File: src/rtl/mem_arb_pkg.sv
// Shared types and constants for the fetch/load-store memory arbiter.
package mem_arb_pkg;

  typedef enum logic [1:0] {
    IDLE,
    BUSY,
    DONE
  } arb_state_t;

  typedef enum logic {
    PORT_IF,
    PORT_D
  } port_id_t;

  typedef logic [0:3][7:0] word_t;

  localparam logic [31:0] WORD_ALIGN_MASK = 32'hffff_fffc;

endpackage

File: src/rtl/mem_arb_pick.sv
// Combinational requester selection for mem_arbiter.
// MEM_ARB_RR_EN selects round-robin on ties; otherwise the data port always wins.
module mem_arb_pick
  import mem_arb_pkg::*;
(
  input  logic     if_req,
  input  logic     d_req,
  input  port_id_t last_win,
  output logic     grant,
  output port_id_t port
);

  assign grant = if_req | d_req;

`ifdef MEM_ARB_RR_EN
  // On a tie the port that lost the previous acceptance goes next.
  always_comb begin
    port = PORT_D;
    if (if_req && !d_req) begin
      port = PORT_IF;
    end else if (if_req && d_req && (last_win == PORT_D)) begin
      port = PORT_IF;
    end
  end
`else
  logic unused_last_win;
  assign unused_last_win = (last_win == PORT_D);
  assign port = (if_req && !d_req) ? PORT_IF : PORT_D;
`endif

endmodule

File: src/rtl/mem_arbiter.sv
// Shares one word-addressable memory between instruction fetch and load/store.
// Define MEM_ARB_RR_EN for round-robin tie-breaking (default: data-port priority).
module mem_arbiter
  import mem_arb_pkg::*;
#(
  parameter int unsigned LATENCY = 2,
  parameter int unsigned TOP     = 65535
) (
  input  logic            clk,
  input  logic            rst,
  input  logic            if_req,
  input  logic [31:0]     if_addr,
  output logic            if_done,
  input  logic            d_req,
  input  logic            d_we,
  input  logic [31:0]     d_addr,
  input  logic [0:3][7:0] d_wdata,
  output logic            d_done,
  output logic [0:3][7:0] rdata,
  output logic            err,
  output logic [31:0]     mem_addr,
  output logic [0:3][7:0] mem_wdata,
  output logic            mem_we,
  input  logic [0:3][7:0] mem_rdata
);

  localparam logic [31:0] LAST_OK  = 32'(TOP - 3);
  localparam logic [3:0]  CNT_INIT = 4'(LATENCY - 1);

  arb_state_t  state;
  logic [3:0]  cnt;
  port_id_t    lat_port;
  port_id_t    last_win;
  port_id_t    pick_port;
  logic        lat_we;
  logic        range_err;
  logic        grant;
  logic [31:0] sel_addr;

  mem_arb_pick u_pick (
    .if_req   (if_req),
    .d_req    (d_req),
    .last_win (last_win),
    .grant    (grant),
    .port     (pick_port)
  );

  assign sel_addr = (pick_port == PORT_D) ? d_addr : if_addr;

`ifndef MEM_ARB_RR_EN
  assign last_win = PORT_IF;
`endif

  // Range is judged on the requested byte address so a word straddling TOP errors.
  always_ff @(posedge clk or posedge rst) begin
    if (rst) begin
      state     <= IDLE;
      cnt       <= '0;
      lat_port  <= PORT_IF;
      lat_we    <= 1'b0;
      range_err <= 1'b0;
      mem_addr  <= '0;
      mem_wdata <= '0;
      rdata     <= '0;
`ifdef MEM_ARB_RR_EN
      last_win  <= PORT_IF;
`endif
    end else begin
      case (state)
        IDLE: begin
          if (grant) begin
            lat_port  <= pick_port;
            mem_addr  <= sel_addr & WORD_ALIGN_MASK;
            mem_wdata <= (pick_port == PORT_D) ? d_wdata : '0;
            lat_we    <= (pick_port == PORT_D) && d_we;
            range_err <= sel_addr > LAST_OK;
            cnt       <= CNT_INIT;
            state     <= BUSY;
`ifdef MEM_ARB_RR_EN
            last_win  <= pick_port;
`endif
          end
        end
        BUSY: begin
          if (cnt != '0) begin
            cnt <= cnt - 4'd1;
          end else begin
            rdata <= range_err ? '0 : mem_rdata;
            state <= DONE;
          end
        end
        DONE: begin
          state <= IDLE;
        end
        default: begin
          state <= IDLE;
        end
      endcase
    end
  end

  assign mem_we  = (state == BUSY) && (cnt == '0) && lat_we && !range_err;
  assign if_done = (state == DONE) && (lat_port == PORT_IF);
  assign d_done  = (state == DONE) && (lat_port == PORT_D);
  assign err     = (state == DONE) && range_err;

endmodule

File: config.mk
export PLATFORM = sky130hd
export DESIGN_NAME = mem_arbiter
export DESIGN_NICKNAME = d
export VERILOG_FILES = /design/src/rtl/mem_arb_pkg.sv /design/src/rtl/mem_arb_pick.sv /design/src/rtl/mem_arbiter.sv
export SDC_FILE = /design/constraint.sdc
export NUM_CORES = 1
export LEC_CHECK = 0
export ABC_CLOCK_PERIOD_IN_PS = 6950
export BUFFER_PORTS_ARGS = -buffer_cell sky130_fd_sc_hd__buf_4
export CAP_MARGIN = 25
export CORE_UTILIZATION = 45
export DETAILED_ROUTE_END_ITERATION = 6
export GPL_TIMING_DRIVEN = 0
export PLACE_DENSITY = 0.77
export SLEW_MARGIN = 30
export SYNTH_ARGS = -nofsm -noshare
export SYNTH_HDL_FRONTEND = slang
export SYNTH_SLANG_ARGS = --single-unit
File: constraint.sdc
create_clock -name clk -period 6.95 [get_ports clk]
set_clock_uncertainty 0.15 [all_clocks]
set_input_delay 1.39 -clock clk [delete_from_list [all_inputs] [get_ports clk]]
set_output_delay 1.39 -clock clk [all_outputs]
set_load 0.03 [all_outputs]
==> flow_summary.ini <==
[placed_design]
gp_congestion = 0.845
place_ws_ps = 3730
io_buffers = 230
dp_cells = 775
dpl_cell_area_sq_um = 6410
dp.final_hpwl_um = 9720

[clock_network]
cts-hold-fix-buffers = 0
cts.sinks = 103
htreeDepth = 3
cts_resized = 0
cts_setup_buffers = 0
cts_root_buf = clkbuf_8
cts_tree = yes
clkTransAtPathRegs_ps = 100
clk-insertion-delay-late_ps = 360
cts-buffers-inserted = 9
cts_buffer_depth = 2

[power_and_ir_drop]
power.density_nw_per_um2 = 452
vdd_ir_drop_max_v = 0.000249
leakage_nw = 3.39

[final_layout]
stdcell_count = 791
fill_cells = 818
drive_above_1_share = 0.422
layout.nets = 787
fin_util = 0.678
diodes = 0
multi_input_area_sq_um = 1710
flow.area_growth_from_synthesis_pct = 47.3
regArea_sq_um = 2580
design_area_sq_um = 6600

[sta]
max_freq_mhz = 277
setup_viol = 0
tns_ps = 0
finalCritPeriodShare = 0.519
rsz0062_at_grt = no
min_period_ps = 3610
drv_slew = 0
worstMarginPinSlew_ps = 504
worst_slack_ps = 3340
relSlewSlack = 0.664
hold_viol = 0

[drt]
ant_nets = 0
dr.pass1.iters = 4
vias = 3990
drcViolationCount = 0
drt_wl_total_um = 12400
first_iter_violations = 94
wl_per_cell_um = 15.7
vias_per_cell = 5.04

[critical_path]
critical_path.max_fanout = 10
r2r-start = cnt[0]
path_class = flip-flop to output pin
start_kind = flip-flop
critPathArrivalTime_ps = 2070
cp.required_ps = 5410
end_kind = output pin
startpoint = cnt[0]

[floorplan]
die_h_um = 102
core_sq_um = 9730
io_pins = 233
dieArea_sq_um = 10400
rows = 36
floorplan.initialDensity = 0.461
die_w_um = 102

[flow_run]
drv_cap = 0

[synthesis]
netlist_area_sq_um = 4480
postSynthCellCount = 410
ys_seq_area_frac = 0.575
yosysUniqueCellTypes = 37
syn_avg_cell_area_sq_um = 10.9
synth_seq_cells = 103
ys_warn_count = 0

[run_status]
status = completed

[global_route]
gr-total-overflow = 0
grt_first_pass_wirelength_um = 19500
grt_pass1_vias = 3977
antenna_found_initial = 0
grt_usage = 0.242
grt_max_degree = 56

[hold_path]
min_path_type = flip-flop to flip-flop
hold_start = mem_addr[12]
==> where the power goes <==
part / total, mW / switching [mW] / internal (mW)
registers: 1.05 / 0.167 / 0.879
clock network: 0.362 / 0.216 / 0.146
logic: 1.58 / 0.959 / 0.616
total: 2.98 / 1.34 / 1.64
==> cell usage after synthesis <==
library cell | instances | area share
or3_1 | 2 | 0.0028
nor2_2 | 1 | 0.0014
nor3b_1 | 2 | 0.0033
a211oi_2 | 1 | 0.0028
o211ai_1 | 2 | 0.0033
buf_4 | 10 | 0.017
and2b_4 | 1 | 0.0022
and3b_1 | 2 | 0.0039
inv_1 | 4 | 0.0033
xor2_1 | 2 | 0.0039
nor2_1 | 3 | 0.0025
clkbuf_1 | 6 | 0.0050
nor3b_2 | 2 | 0.0056
a21o_1 | 2 | 0.0033
mux2i_1 | 29 | 0.065
conb_1 | 1 | 0.00084
nand4_1 | 7 | 0.0098
nor4_1 | 10 | 0.014
a21oi_1 | 1 | 0.0011
nand3_1 | 2 | 0.0022
buf_2 | 11 | 0.012
nand4b_1 | 1 | 0.0020
nand2b_1 | 33 | 0.046
o21ai_0 | 29 | 0.032
buf_6 | 3 | 0.0075
nand2_2 | 1 | 0.0014
nand2_1 | 61 | 0.051
or3b_1 | 1 | 0.0020
and2_1 | 1 | 0.0014
a22o_1 | 33 | 0.064
ha_1 | 1 | 0.0028
o21ai_1 | 35 | 0.039
dfrtp_1 | 103 | 0.57
nor2b_1 | 1 | 0.0014
nand3b_1 | 1 | 0.0017
nor3_1 | 3 | 0.0033
o21a_1 | 2 | 0.0033
==> logic make-up after synthesis <==
| family | count (synthesis) | share of synthesized area |
|---|---|---|
| DFF | 103 | 0.575 |
| adders and majority gates | 1 | 0.00279 |
| xor gates and xnor gates | 2 | 0.00391 |
| muxes | 29 | 0.0648 |
| AOI/OAI and AO/OA | 105 | 0.150 |
| buffers and inverters | 34 | 0.0449 |
| and+or+nand+nor | 135 | 0.158 |
| other | 1 | 0.000836 |
==> worst paths after layout <==
check / end / slack, ps / cells past startpoint
min in group asynchronous: rdata[5] / 900 / 2
hold reg to reg: mem_addr[12] / 340 / 2
max in group asynchronous: cnt[2] / 5130 / 3
setup / recovery: mem_we / 3340 / 8
hold / removal: mem_addr[12] / 340 / 2
setup reg to reg: rdata[10] / 5170 / 8
==> placed cells by master (no fill, tap or decap), drive strengths merged, types with 2 or more instances in the layout <==
cell / count
a21o: 2
a22o: 33
and3b: 2
buf: 255
clkbuf: 16
clkinv: 3
conb: 2
dfrtp: 103
inv: 7
mux2i: 29
nand2: 62
nand2b: 33
nand3: 2
nand4: 7
nor2: 4
nor3: 3
nor3b: 4
nor4: 10
o211ai: 2
o21a: 2
o21ai: 64
or3: 2
xor2: 2
==> sequential cells by signal, indices dropped and copies added, names as in the netlist <==
signal,cells
mem_wdata,32
rdata,32
mem_addr,30
cnt,4
state,2
lat_port,1
lat_we,1
range_err,1
==> routing by layer <==
layer	global-route usage	up-vias	share of wire
met5	0	-	0
met4	0.0791	0	0.017
met3	0.0499	17	0.059
met2	0.417	137	0.50
met1	0.307	1916	0.42
li1	-	1920	-
==> critical path, cell delays in order, from the launching register on <==
cell,delay [ps]
dfrtp_1,390
inv_1,90
ha_1,190
nor3b_2,260
nand2_2,110
buf_6,160
buf_6,140
nor3b_2,180
buf_4,190
==> through the flow <==
step,power (mW),hold slack (ps)
4_1_cts,3.00,345
6_report,2.98,341
3_3_place_gp,2.60,317
3_5_place_dp,2.64,322
2_1_floorplan,2.00,313
5_1_grt,3.16,365
==> layout make-up <==
cell class                      count  area share
Buffer                             30      0.0282
Clock buffer                       10      0.0208
Clock inverter                      6     0.00777
Inverter                            4     0.00303
Multi-Input combinational cell    274       0.259
Sequential cell                   103       0.390
Tap cell                          133      0.0252
Timing Repair Buffer              231       0.266
No activity file was read; power rests on OpenSTA's default activity.
